**src/rtl/cwbp_ptr_fetch_queue.sv**
```systemverilog
// -----------------------------------------------------------------------------
// cwbp_ptr_fetch_queue
//
// Purpose:
//   Burst-reads one patch of CWBP mapping pointers (ENTRY_NUM words) from the
//   base-address BRAM, decodes each pointer into Way/Row, buffers the
//   descriptors in a small FIFO and hands them to the flash-command master
//   over a valid/ready stream. Counts patches per frame and pulses
//   frame_finish when the last patch of a frame completes.
//
// Optional build macro:
//   CWBP_WAY_CHECK_EN - when defined, any pointer whose Way >= NUM_WAYS sets
//                       the sticky way_err flag (descriptor still queued).
//                       When undefined, way_err is tied low.
//
// Ports:
//   clk, rst_n        clock, asynchronous active-low reset
//   start             single-cycle request to fetch the next patch (IDLE only)
//   ram_addr/ram_en   BRAM byte address / read enable
//   ram_rd_data       BRAM read data, valid one cycle after ram_en
//   desc_*            descriptor stream (valid/ready, way, row, last)
//   busy              fetch or drain in progress
//   patch_idx         current patch number within the frame
//   patch_done        one-cycle pulse when a patch has fully drained
//   frame_finish      one-cycle pulse with the last patch_done of a frame
//   way_err           sticky bad-Way flag
//   dbg_state         current FSM state (IDLE=0, FETCH=1, DRAIN=2, DONE=3)
//
// Handshake: a descriptor transfers on any cycle where desc_valid and
// desc_ready are both high; while desc_valid=1 and desc_ready=0 all desc_*
// outputs hold steady, and desc_valid never drops without a transfer.
// -----------------------------------------------------------------------------
module cwbp_ptr_fetch_queue #(
  parameter logic [31:0] START_ADDR = 32'h4580_0000,
  parameter int DATA_WIDTH = 32,
  parameter int WAY_WIDTH  = 4,
  parameter int ENTRY_NUM  = 16,
  parameter int FIFO_DEPTH = 8,
  parameter int PATCH_NUM  = 2,
  parameter int NUM_WAYS   = 8
) (
  input  logic                                              clk,
  input  logic                                              rst_n,
  input  logic                                              start,
  output logic [31:0]                                       ram_addr,
  output logic                                              ram_en,
  input  logic [DATA_WIDTH-1:0]                             ram_rd_data,
  output logic                                              desc_valid,
  input  logic                                              desc_ready,
  output logic [WAY_WIDTH-1:0]                              desc_way,
  output logic [DATA_WIDTH-WAY_WIDTH-1:0]                   desc_row,
  output logic                                              desc_last,
  output logic                                              busy,
  output logic [((PATCH_NUM > 1) ? $clog2(PATCH_NUM) : 1)-1:0] patch_idx,
  output logic                                              patch_done,
  output logic                                              frame_finish,
  output logic                                              way_err,
  output logic [1:0]                                        dbg_state
);

  localparam int PW = (PATCH_NUM > 1) ? $clog2(PATCH_NUM) : 1;
  localparam int IW = (ENTRY_NUM > 1) ? $clog2(ENTRY_NUM) : 1;
  localparam int AW = $clog2(FIFO_DEPTH);
  localparam int CW = $clog2(FIFO_DEPTH + 1);
  localparam int RW = DATA_WIDTH - WAY_WIDTH;

  typedef enum logic [1:0] {
    S_IDLE  = 2'd0,
    S_FETCH = 2'd1,
    S_DRAIN = 2'd2,
    S_DONE  = 2'd3
  } state_t;

  state_t        state_q, state_d;
  logic [IW-1:0] issue_q, issue_d;
  logic [PW-1:0] patch_idx_q, patch_idx_d;
  logic          inflight_q;       // a BRAM read was issued last cycle
  logic          inflight_last_q;  // ... and it was the last entry of the patch

  // Descriptor FIFO
  logic [WAY_WIDTH-1:0] fifo_way_q  [FIFO_DEPTH];
  logic [RW-1:0]        fifo_row_q  [FIFO_DEPTH];
  logic                 fifo_last_q [FIFO_DEPTH];
  logic [AW-1:0]        wr_ptr_q, rd_ptr_q;
  logic [CW-1:0]        count_q;

  logic push, pop, issue_ok;
  logic [CW:0] occ_sum;

  assign push = inflight_q;
  assign pop  = (count_q != '0) && desc_ready;

  // Credit: issue only if the FIFO can absorb this read plus the one still
  // in flight. A pop in the same cycle frees a slot, which is what lets a
  // depth-2 FIFO sustain one descriptor per cycle.
  assign occ_sum  = {1'b0, count_q} + (CW+1)'(inflight_q);
  assign issue_ok = occ_sum < ((CW+1)'(FIFO_DEPTH) + (CW+1)'(pop));

  always_comb begin
    state_d      = state_q;
    issue_d      = issue_q;
    patch_idx_d  = patch_idx_q;
    ram_en       = 1'b0;
    busy         = 1'b0;
    patch_done   = 1'b0;
    frame_finish = 1'b0;
    case (state_q)
      S_IDLE: begin
        if (start) begin
          state_d = S_FETCH;
          issue_d = '0;
        end
      end
      S_FETCH: begin
        busy = 1'b1;
        if (issue_ok) begin
          ram_en = 1'b1;
          if (issue_q == IW'(ENTRY_NUM - 1)) state_d = S_DRAIN;
          else                               issue_d = issue_q + 1'b1;
        end
      end
      S_DRAIN: begin
        busy = 1'b1;
        if (pop && fifo_last_q[rd_ptr_q]) state_d = S_DONE;
      end
      S_DONE: begin
        patch_done = 1'b1;
        if (patch_idx_q == PW'(PATCH_NUM - 1)) begin
          frame_finish = 1'b1;
          patch_idx_d  = '0;
        end else begin
          patch_idx_d  = patch_idx_q + 1'b1;
        end
        state_d = S_IDLE;
      end
      default: state_d = S_IDLE;
    endcase
  end

  // Address wraps modulo 2^32 by construction of the 32-bit sum.
  assign ram_addr = START_ADDR +
                    ((32'(patch_idx_q) * 32'(ENTRY_NUM) + 32'(issue_q)) << 2);

  always_ff @(posedge clk or negedge rst_n) begin
    if (!rst_n) begin
      state_q         <= S_IDLE;
      issue_q         <= '0;
      patch_idx_q     <= '0;
      inflight_q      <= 1'b0;
      inflight_last_q <= 1'b0;
      wr_ptr_q        <= '0;
      rd_ptr_q        <= '0;
      count_q         <= '0;
    end else begin
      state_q         <= state_d;
      issue_q         <= issue_d;
      patch_idx_q     <= patch_idx_d;
      inflight_q      <= ram_en;
      inflight_last_q <= ram_en && (issue_q == IW'(ENTRY_NUM - 1));
      if (push) wr_ptr_q <= wr_ptr_q + 1'b1;
      if (pop)  rd_ptr_q <= rd_ptr_q + 1'b1;
      if (push && !pop)      count_q <= count_q + 1'b1;
      else if (!push && pop) count_q <= count_q - 1'b1;
    end
  end

  // FIFO storage carries no reset; entries are only visible when count_q != 0.
  always_ff @(posedge clk) begin
    if (push) begin
      fifo_way_q[wr_ptr_q]  <= ram_rd_data[DATA_WIDTH-1 -: WAY_WIDTH];
      fifo_row_q[wr_ptr_q]  <= ram_rd_data[RW-1:0];
      fifo_last_q[wr_ptr_q] <= inflight_last_q;
    end
  end

  assign desc_valid = (count_q != '0);
  assign desc_way   = fifo_way_q[rd_ptr_q];
  assign desc_row   = fifo_row_q[rd_ptr_q];
  assign desc_last  = desc_valid & fifo_last_q[rd_ptr_q];
  assign patch_idx  = patch_idx_q;
  assign dbg_state  = state_q;

`ifdef CWBP_WAY_CHECK_EN
  logic way_err_q;
  always_ff @(posedge clk or negedge rst_n) begin
    if (!rst_n) begin
      way_err_q <= 1'b0;
    end else if (push &&
                 (32'(ram_rd_data[DATA_WIDTH-1 -: WAY_WIDTH]) >= 32'(NUM_WAYS))) begin
      way_err_q <= 1'b1;
    end
  end
  assign way_err = way_err_q;
`else
  assign way_err = 1'b0;
`endif

endmodule

```
**config.mk**
```make
export PLATFORM = sky130hd
export DESIGN_NAME = cwbp_ptr_fetch_queue
export DESIGN_NICKNAME = d
export VERILOG_FILES = /design/src/rtl/cwbp_ptr_fetch_queue.sv
export SDC_FILE = /design/constraint.sdc
export NUM_CORES = 1
export LEC_CHECK = 0
export ABC_CLOCK_PERIOD_IN_PS = 7100
export CAP_MARGIN = 20
export CORE_MARGIN = 4
export CORE_UTILIZATION = 61
export DETAILED_ROUTE_END_ITERATION = 6
export PLACE_DENSITY = 0.92
export SYNTH_ARGS = -nofsm -noshare
export SYNTH_HDL_FRONTEND = slang
export SYNTH_SLANG_ARGS = --single-unit
```
**constraint.sdc**
```tcl
create_clock -name clk -period 7.1 [get_ports clk]
set_input_delay 1.42 -clock clk [delete_from_list [all_inputs] [get_ports clk]]
set_output_delay 1.42 -clock clk [all_outputs]
set_load 0.005 [all_outputs]
```
==> reports/qor.txt <==
Status: completed
Placed instance count: 829
Initial drt markers: 393
Reg power frac: 0.424
Post-synth EDFFs: 264
Type of origin of the critical path: flip-flop
Hold_buf cts: 0
Max layer used: met4
DRC Markers: 0
Hold_sp: patch_idx$_DFFE_PN0P_
Arrival time at the worst endpoint: 3.55 ns
Root Buffer: clkbuf_16
Setup Viol. Count Final: 0
Async S/R FF share, synth: 0.0671
Layout cells sized above 1: 0.259
Syn-to-layout area delta: 17.4%
Placeable core area: 0.0181 sq mm
Initial antenna violation count: 2
Gate power share: 0.297
Vias per inst: 6.11
Initial Utilization: 0.625
Slew HR: 0.311
LEAKAGE: 4.39 nW
Power density over cell area: 401 mW/mm^2
Achievable Freq: 201 MHz
CTS Buffer Depth: 3
Routed met3 length: 1480 um
Internal power: 3.83 mW
Post-route antenna net violation count: 0
GP Congestion: 0.756
Post-Layout Cell Count: 883
CTS tree: done
Setup TNS: 0 ns
Average routed wire per standard cell: 25.8 um
Register area share after synthesis: 0.744
CP endpoint kind: output port
Worst skew pair latency: 0.54 ns
Fillers: 950
Critical Path Start: rd_ptr_q[0]$_DFFE_PN0P_
FF-to-FF Start: rd_ptr_q[0]$_DFFE_PN0P_
Syn avg cell area: 21.2 sq um
Unique masters post-synth: 45
Port bufs: 81
Fin. Hold Viols: 0
Count leader, synth: edfxtp_1
Crit-path max FO: 50
Sink Count: 283
GRT Resource Usage Total: 0.224
Max-cap violation count: 0
VDD IR max: 267 uV
Seq cells post-synth: 283
Met2 WL: 12000 um
Met1 wire length: 8660 um
Global-route wire length before repair: 34200 um
Clk pwr share: 0.279
Slew Limit Fails: 0
Cts bufs inserted: 28
Netlist Area Pre-Place: 0.0113 sq mm
Synth top area share: 0.702
Critical Path RT: 5.68 ns
WL final: 22800 um
RSZ-0062 raised after global routing: false
Nets: 680
I/O Pins: 110
Top_reg_cell synth: edfxtp_1
Vias in the first global route: 5657
Setup CP Type: flip-flop to output port
Setup Skew: 0.0225 ns
Routed via count: 5397
Gr ovfl total: 0
Num rows: 49
PostCTS Resize Cnt: 0
Synth top cells by count: edfxtp_1 (264), mux4_2 (64), mux2_2 (35), buf_4 (29), dfrtp_1 (19)
Fin crit period: 4.97 ns
Die width: 144 um
DRT Pass-1 Iters: 5
Largest net degree at the start of global routing: 51
Cell count after synthesis: 532
YS warnings: 0
Biggest area consumer among synthesized cells: edfxtp_1
Hold Crit Class: flip-flop to flip-flop
Net Sw Frac: 0.280
Max H-tree Level: 1
Post-CTS Setup Bufs: 0
Die H: 144 um
P_sw: 1.49 mW
DP HPWL: 12100 um
Worst-Margin Slew: 1.03 ns
Clock slew seen by the registers of the worst setup and hold paths: 0.06 ns
Period utilization: 0.700
Die area: 0.0208 sq mm
Largest cells by area after synthesis: edfxtp_1 (70%), mux4_2 (13%), dfrtp_1 (4.2%)
==> critical path, cell delays in order, from the launching register on <==
cell and delay [ns]:
dfrtp_4 1.05, buf_4 0.52, mux4_2 0.60, mux2_2 0.32, clkdlybuf4s50_1 0.46
==> stage by stage <==
stage               setup slack, ns  area [sq um]  hold slack [ns]  utilization  total power, mW
detailed placement             2.49         12300            0.509        0.682             3.84
global placement               2.55         12300            0.486        0.682             3.77
CTS                            2.05         13300            0.520        0.733             5.36
floorplan                      3.62         11400            0.497            -             3.16
finish                         2.13         13300            0.523        0.734             5.33
global route                   1.90         13300            0.547        0.734             5.56
==> placed cells by master (no fill, tap or decap), types with 6 or more instances in the layout <==
cell type,Yosys,routed
edfxtp_1,264,264
clkdlybuf4s50_1,0,81
mux4_2,64,64
mux2_2,35,35
conb_1,2,28
clkbuf_16,0,28
dfrtp_1,19,16
nand2_1,13,13
ha_1,13,13
buf_4,29,10
inv_1,7,7
nor2_1,13,7
clkbuf_1,11,7
nor2_4,0,6
mux2i_1,6,6
==> worst paths after layout <==
kind / slack (ns) / cells after the start / to
worst max-delay path: 2.13 / 4 / desc_way[1]
worst min-delay path: 0.52 / 1 / patch_idx$_DFFE_PN0P_
worst max register to register: 4.01 / 6 / dbg_state[1]$_DFFE_PN0P_
worst min register to register: 0.52 / 1 / patch_idx$_DFFE_PN0P_
max in group asynchronous: 5.08 / 1 / rd_ptr_q[0]$_DFFE_PN0P_
min in group asynchronous: 1.39 / 1 / patch_idx$_DFFE_PN0P_
==> metal layers <==
layer / global-route usage / vias to the layer above
met5: 0 / -
met4: 0.0704 / 0
met3: 0.0311 / 44
met2: 0.384 / 265
met1: 0.305 / 2772
li1: - / 2316
==> registers in the layout, indices dropped and copies added, names as in the netlist <==
| signal | flops |
|---|---|
| fifo_way_q | 32 |
| inflight_last_q | 1 |
| wr_ptr_q | 3 |
| inflight_q | 1 |
| fifo_last_q | 8 |
| issue_q | 4 |
| patch_idx | 1 |
| count_q | 4 |
| rd_ptr_q | 3 |
| dbg_state | 2 |
| fifo_row_q | 224 |
==> logic make-up after synthesis <==
group | after synthesis | share of synthesized area
other cells | 2 | 0.000665
xor+xnor | 9 | 0.00697
mux | 106 | 0.169
fa+ha+maj | 14 | 0.0162
compound gates | 17 | 0.0135
simple gates | 45 | 0.0213
flops | 283 | 0.744
buf+inv | 56 | 0.0291
==> final cells by class <==
type	instances	area [sq um]	share of cell area
inverters	7	26.3	0.00198
flip-flops and latches	283	8410	0.634
diodes	2	5.00	0.000377
clock buffers	35	727	0.0548
repair buffers	91	886	0.0668
clock inverters	17	209	0.0157
well taps	229	287	0.0216
multi-input cells	219	2720	0.205
==> power groups by stage <==
stage / Clock (mW) / Sequential, mW / Combinational (mW)
global placement: 0 / 2.27 / 1.50
global route: 1.58 / 2.29 / 1.68
CTS: 1.50 / 2.26 / 1.60
floorplan: 0 / 2.10 / 1.06
finish: 1.49 / 2.26 / 1.58
detailed placement: 0 / 2.29 / 1.55
No activity file was read; power rests on OpenSTA's default activity.
